`config.mk`:
```
export PLATFORM = sky130hd
export DESIGN_NAME = shift_arb_flat
export DESIGN_NICKNAME = d
export VERILOG_FILES = /design/src/rtl/shift_arb_if.sv /design/src/rtl/shift_arb.sv /design/src/flat_wrapper.sv
export SDC_FILE = /design/constraint.sdc
export NUM_CORES = 1
export LEC_CHECK = 0
export CAP_MARGIN = 10
export CORE_MARGIN = 5
export CORE_UTILIZATION = 43
export DETAILED_ROUTE_END_ITERATION = 12
export PLACE_DENSITY = 0.87
export SETUP_SLACK_MARGIN = 0.1
export SLEW_MARGIN = 20
export SYNTH_ARGS = -nofsm -noshare
export SYNTH_HDL_FRONTEND = slang
export SYNTH_SLANG_ARGS = --single-unit
```
`constraint.sdc`:
```
create_clock -name clk -period 2.6 [get_ports clk]
set_input_delay 0.52 -clock clk [delete_from_list [all_inputs] [get_ports clk]]
set_output_delay 0.52 -clock clk [all_outputs]
set_load 0.1 [all_outputs]
```
`src/rtl/shift_arb_if.sv`:
```
// shift_arb_if: requester, shared-shifter and response signals of shift_arb.
`default_nettype none

interface shift_arb_if;
    logic        req0_valid;
    logic        req0_ready;
    logic [31:0] req0_data;
    logic [4:0]  req0_shamt;
    logic [1:0]  req0_op;
    logic        req1_valid;
    logic        req1_ready;
    logic [31:0] req1_data;
    logic [4:0]  req1_shamt;
    logic [1:0]  req1_op;
    logic [31:0] sh_data;
    logic        sh_direction;
    logic [4:0]  sh_shift;
    logic [31:0] sh_out;
    logic        rsp_valid;
    logic        rsp_ready;
    logic [31:0] rsp_data;
    logic        rsp_src;

    // Arbiter side
    modport slave (
        input  req0_valid, req0_data, req0_shamt, req0_op,
        input  req1_valid, req1_data, req1_shamt, req1_op,
        input  sh_out, rsp_ready,
        output req0_ready, req1_ready,
        output sh_data, sh_direction, sh_shift,
        output rsp_valid, rsp_data, rsp_src
    );

    // Requester / shifter / consumer side
    modport master (
        output req0_valid, req0_data, req0_shamt, req0_op,
        output req1_valid, req1_data, req1_shamt, req1_op,
        output sh_out, rsp_ready,
        input  req0_ready, req1_ready,
        input  sh_data, sh_direction, sh_shift,
        input  rsp_valid, rsp_data, rsp_src
    );
endinterface

`default_nettype wire

```
`src/rtl/shift_arb.sv`:
```
// +--------------------------------------------------------------------------+
// | shift_arb: two-requester round-robin arbiter in front of a shared        |
// | combinational shifter. Optional macro SHIFT_ARB_SRA_EN adds sign fill.   |
// | Revision: 1.0                                                            |
// +--------------------------------------------------------------------------+
`default_nettype none

module shift_arb (
    input  logic        clk,
    input  logic        rst_n,
    shift_arb_if.slave  bus
);

    localparam logic [1:0] c_OP_SLL  = 2'b00;
    localparam logic [1:0] c_OP_SRL  = 2'b01;
    localparam logic [1:0] c_OP_SRA  = 2'b10;
    localparam logic [1:0] c_OP_PASS = 2'b11;

    typedef enum logic [1:0] {
        S_IDLE = 2'd0,
        S_EXEC = 2'd1,
        S_RESP = 2'd2
    } state_t;

    state_t      r_state;
    state_t      w_state_nxt;
    logic        r_ptr;
    logic [31:0] r_data;
    logic [4:0]  r_shamt;
    logic [1:0]  r_op;
    logic        r_src;
    logic        r_rsp_valid;
    logic [31:0] r_rsp_data;
    logic        r_rsp_src;
    logic        w_idle;
    logic        w_grant;
    logic        w_accept;
    logic [31:0] w_result;

    // Pointer only breaks ties; a lone valid requester always wins
    always_comb begin
        w_grant = 1'b0;
        if (bus.req0_valid && bus.req1_valid) begin
            w_grant = r_ptr;
        end else if (bus.req1_valid) begin
            w_grant = 1'b1;
        end
    end

    assign w_idle         = (r_state == S_IDLE);
    assign bus.req0_ready = w_idle & bus.req0_valid & ~w_grant;
    assign bus.req1_ready = w_idle & bus.req1_valid &  w_grant;
    assign w_accept       = bus.req0_ready | bus.req1_ready;

    always_ff @(posedge clk or negedge rst_n) begin
        if (!rst_n) begin
            r_state <= S_IDLE;
        end else begin
            r_state <= w_state_nxt;
        end
    end

    always_comb begin
        w_state_nxt = r_state;
        case (r_state)
            S_IDLE:  if (w_accept) w_state_nxt = S_EXEC;
            S_EXEC:  w_state_nxt = S_RESP;
            S_RESP:  if (r_rsp_valid && bus.rsp_ready) w_state_nxt = S_IDLE;
            default: w_state_nxt = S_IDLE;
        endcase
    end

    always_ff @(posedge clk or negedge rst_n) begin
        if (!rst_n) begin
            r_ptr   <= 1'b0;
            r_data  <= 32'd0;
            r_shamt <= 5'd0;
            r_op    <= 2'b00;
            r_src   <= 1'b0;
        end else if (w_accept) begin
            r_ptr   <= ~w_grant;
            r_data  <= w_grant ? bus.req1_data  : bus.req0_data;
            r_shamt <= w_grant ? bus.req1_shamt : bus.req0_shamt;
            r_op    <= w_grant ? bus.req1_op    : bus.req0_op;
            r_src   <= w_grant;
        end
    end

    // Direction is qualified by state so the reset value of op (SLL) reads as 0
    assign bus.sh_data      = r_data;
    assign bus.sh_shift     = (r_op == c_OP_PASS) ? 5'd0 : r_shamt;
    assign bus.sh_direction = ~w_idle & (r_op == c_OP_SLL);

    always_comb begin
        w_result = bus.sh_out;
        case (r_op)
            c_OP_SLL,
            c_OP_SRL:  w_result = bus.sh_out;
`ifdef SHIFT_ARB_SRA_EN
            c_OP_SRA:  w_result = bus.sh_out |
                                  ({32{r_data[31]}} & ~(32'hFFFF_FFFF >> r_shamt));
`else
            c_OP_SRA:  w_result = bus.sh_out;
`endif
            c_OP_PASS: w_result = r_data;
            default:   w_result = bus.sh_out;
        endcase
    end

    always_ff @(posedge clk or negedge rst_n) begin
        if (!rst_n) begin
            r_rsp_valid <= 1'b0;
            r_rsp_data  <= 32'd0;
            r_rsp_src   <= 1'b0;
        end else if (r_state == S_EXEC) begin
            r_rsp_valid <= 1'b1;
            r_rsp_data  <= w_result;
            r_rsp_src   <= r_src;
        end else if ((r_state == S_RESP) && r_rsp_valid && bus.rsp_ready) begin
            r_rsp_valid <= 1'b0;
        end
    end

    assign bus.rsp_valid = r_rsp_valid;
    assign bus.rsp_data  = r_rsp_data;
    assign bus.rsp_src   = r_rsp_src;

endmodule

`default_nettype wire

```
`src/flat_wrapper.sv`:
```
// flat-port wrapper written by rule: the top's interface ports become plain ports
module shift_arb_flat 
  (clk, rst_n, bus_req0_valid, bus_req0_data, bus_req0_shamt, bus_req0_op, bus_req1_valid, bus_req1_data, bus_req1_shamt, bus_req1_op, bus_sh_out, bus_rsp_ready, bus_req0_ready, bus_req1_ready, bus_sh_data, bus_sh_direction, bus_sh_shift, bus_rsp_valid, bus_rsp_data, bus_rsp_src);
  shift_arb_if bus_i ();
  input  logic clk;
  input  logic rst_n;
  input wire logic [$bits(bus_i.req0_valid)-1:0] bus_req0_valid;
  input wire logic [$bits(bus_i.req0_data)-1:0] bus_req0_data;
  input wire logic [$bits(bus_i.req0_shamt)-1:0] bus_req0_shamt;
  input wire logic [$bits(bus_i.req0_op)-1:0] bus_req0_op;
  input wire logic [$bits(bus_i.req1_valid)-1:0] bus_req1_valid;
  input wire logic [$bits(bus_i.req1_data)-1:0] bus_req1_data;
  input wire logic [$bits(bus_i.req1_shamt)-1:0] bus_req1_shamt;
  input wire logic [$bits(bus_i.req1_op)-1:0] bus_req1_op;
  input wire logic [$bits(bus_i.sh_out)-1:0] bus_sh_out;
  input wire logic [$bits(bus_i.rsp_ready)-1:0] bus_rsp_ready;
  output wire logic [$bits(bus_i.req0_ready)-1:0] bus_req0_ready;
  output wire logic [$bits(bus_i.req1_ready)-1:0] bus_req1_ready;
  output wire logic [$bits(bus_i.sh_data)-1:0] bus_sh_data;
  output wire logic [$bits(bus_i.sh_direction)-1:0] bus_sh_direction;
  output wire logic [$bits(bus_i.sh_shift)-1:0] bus_sh_shift;
  output wire logic [$bits(bus_i.rsp_valid)-1:0] bus_rsp_valid;
  output wire logic [$bits(bus_i.rsp_data)-1:0] bus_rsp_data;
  output wire logic [$bits(bus_i.rsp_src)-1:0] bus_rsp_src;
  assign bus_i.req0_valid = bus_req0_valid;
  assign bus_i.req0_data = bus_req0_data;
  assign bus_i.req0_shamt = bus_req0_shamt;
  assign bus_i.req0_op = bus_req0_op;
  assign bus_i.req1_valid = bus_req1_valid;
  assign bus_i.req1_data = bus_req1_data;
  assign bus_i.req1_shamt = bus_req1_shamt;
  assign bus_i.req1_op = bus_req1_op;
  assign bus_i.sh_out = bus_sh_out;
  assign bus_i.rsp_ready = bus_rsp_ready;
  assign bus_req0_ready = bus_i.req0_ready;
  assign bus_req1_ready = bus_i.req1_ready;
  assign bus_sh_data = bus_i.sh_data;
  assign bus_sh_direction = bus_i.sh_direction;
  assign bus_sh_shift = bus_i.sh_shift;
  assign bus_rsp_valid = bus_i.rsp_valid;
  assign bus_rsp_data = bus_i.rsp_data;
  assign bus_rsp_src = bus_i.rsp_src;
  shift_arb u_core (.clk(clk), .rst_n(rst_n), .bus(bus_i));
endmodule
```
==> impl_results.md <==
* WP buf/inv at 2
* CTS tree: yes
* Detailed Routing Iterations Pass 1 at 4
* Final Util at 69.56%
* CP Class: in -> out
* CP Depth at 4
* Top post-synthesis cells by area: dfrtp_1, a221o_1, mux2i_1
* Slew headroom at 35.64%
* Crit path max fanout at 4
* Avg Inst Size Synth at 11.53 um2
* CP endpoint kind: output pin
* R2R cell count at 4
* Peak Freq at 408.6 MHz
* Routed wire length at 10.81 mm
* EDFF count, synth at 0
* Synth Warn # at 0
* Diodes inserted at 0
* Initial antenna violation count at 0
* Detailed placer's ending HPWL at 8.009 mm
* Wire length per cell at 18.11 um
* CP cell instances: clkdlybuf4s50_1 > or3b_1 > a21oi_4 > buf_12
* Final hold vios at 0
* Clock buffer count from CTS at 9
* Area of the core at 0.008134 mm2
* Async S/R FF share, synth at 100.0%
* Row Count at 33
* Max-Cap Viols at 0
* Final slew viol count at 0
* Final net count at 603
* PortBufs at 188
* Biggest area consumer among synthesized cells: dfrtp_1
* IO Pins at 189
* Sequential area share after synthesis at 54.26%
* Total track usage at 20.80%
* Share of cells above drive strength 1 at 21.54%
* Max incr delay on CP at 0.58 ns
* Clock Skew at 0.01330 ns
* RSZ-0062 raised after global routing: false
* Post-CTS setup buffer count at 0
* CP arrival at 1.93 ns
* Max Buffers Root-to-Sink at 2
* Clock Pin Slew Worst Setup and Hold Paths at 0.08 ns
* Netlist cell types at 27
* Most used DFF post-synth: dfrtp_1
* Worst-margin pin slew at 0.9654 ns
* Final setup fails at 0
* Status: complete, no violations
* CTS Sinks at 77
* Via count at 3,204
* Post-route ant nets at 0
* GPL Wtd Cong at 0.8037
* Critical path's top delay family: buffers and inverters
* Die X at 100.9 um
* Area grow syn2layout at 59.34%
* Tmin final at 2.447 ns
* Setup TNS at 0 ns
* Most frequent cell after synthesis: dfrtp_1
* Routed vias/inst at 5.367
* Final period util at 94.13%
* Cell count after synthesis at 308
* Die ar. at 0.01018 mm2
* Net Count, Synth at 423
* Crit-path slowest cell: clkdlybuf4s50_1
* Resize count post-CTS at 0
* Post-synthesis register bit count at 77
* Iteration-0 DRC Markers at 96
* Starting Density at 43.65%
* Gr ovfl total at 0
* Clock Latency Late Sink at 0.33 ns
* Hold WC Path Type: in -> async
* Die H at 100.9 um
* Hold-fix buffers, CTS at 0
* Top-area cell type share of the netlist area at 54.26%
* CTS root buffer: clkbuf_8
* Mapped cell area at 0.003551 mm2
* Setup crit start kind: primary input
* Post-route non-filler standard cell count at 597
* Vias in the first global route at 3,348
* First-pass GRT wire length at 16.62 mm
* DRC Markers at 0
* CTS H-Tree Depth at 3
* Post-Place Cells at 582
* Crit path required time at 2.08 ns
* Commonest cells post-synth: dfrtp_1, a221o_1, o21a_1
* Largest net degree at the start of global routing at 78
metal layers:
| layer | track usage, % | share of wire (%) |
|---|---|---|
| met5 | 0 | 0 |
| met4 | 6.425 | 1.2 |
| met3 | 5.121 | 8.2 |
| met2 | 36.20 | 51 |
| met1 | 25.33 | 40 |
through the flow:
step	setup slack, ns	cell area, um2	hold WS [ns]
after floorplan	0.3963	3562	0.2244
after global placement	0.2218	5425	0.4635
after detailed placement	0.1357	5425	0.4716
after CTS	0.1543	5658	0.3650
after global routing	0.1261	5658	0.4148
final	0.1525	5658	0.3175
flip-flops by register name, summed over array words and instances, names as in the netlist:
name	count
u_core.r_src	1
u_core.bus.rsp_valid	1
u_core.bus.rsp_data	32
u_core.r_state	2
u_core.bus.rsp_src	1
u_core.r_ptr	1
u_core.bus.sh_data	32
u_core.r_shamt	5
u_core.r_op	2
cell type report:
class	instances	area, um2
repair buffers	196	1867
fillers	617	2476
clock inverters	3	67.56
well taps	105	131.4
clock buffers	12	165.2
inverters	2	7.507
flip-flops and latches	77	1927
multi-input cells	202	1493
placed cells by master (no fill, tap or decap), drive strengths merged:
cell type	netlist	layout
a311oi	2	2
nand2b	3	3
dfrtp	77	77
a2bb2oi	2	2
inv	2	2
nor3	1	1
nand3b	1	1
nor2b	1	1
o21ai	35	35
mux2	1	1
nor2	2	2
mux2i	32	32
a221o	37	37
a21oi	3	3
nand2	36	36
or2	1	1
nor3b	1	1
or3b	1	1
a21o	1	1
and2	5	5
clkdlybuf4s50	0	113
clkbuf	8	12
buf	19	83
o21a	37	37
bufinv	0	2
clkinvlp	0	1
logic make-up after synthesis:
logic type / Yosys count / share of synthesized area (%)
compound gates: 117 / 24.91
buf+inv: 29 / 4.510
flops: 77 / 54.26
mux: 33 / 9.338
simple gates: 52 / 6.978
path summary, 6_finish.rpt:
kind / from / slack [ns] / end
max in group asynchronous: rst_n / 1.63 / u_core.bus.rsp_data[0]$_DFFE_PN0P_
worst max-delay path: bus_req0_valid / 0.15 / bus_req0_ready
worst max register to register: u_core.r_state[0]$_DFFE_PN0P_ / 0.61 / u_core.bus.sh_data[6]$_DFFE_PN0P_
min in group clk: u_core.bus.rsp_data[1]$_DFFE_PN0P_ / 0.48 / u_core.bus.rsp_data[1]$_DFFE_PN0P_
worst min register to register: u_core.bus.rsp_data[1]$_DFFE_PN0P_ / 0.48 / u_core.bus.rsp_data[1]$_DFFE_PN0P_
worst min-delay path: rst_n / 0.32 / u_core.bus.rsp_data[21]$_DFFE_PN0P_
worst reg2reg max path: stages, from the launching register on:
cell and delay, ns:
dfrtp_1 0.42, or2_2 0.52, nor3_4 0.31, buf_4 0.43, a221o_1 0.26
Power is not shown: default switching activity piles up to over one toggle a cycle in this logic, so the estimate is an artifact.
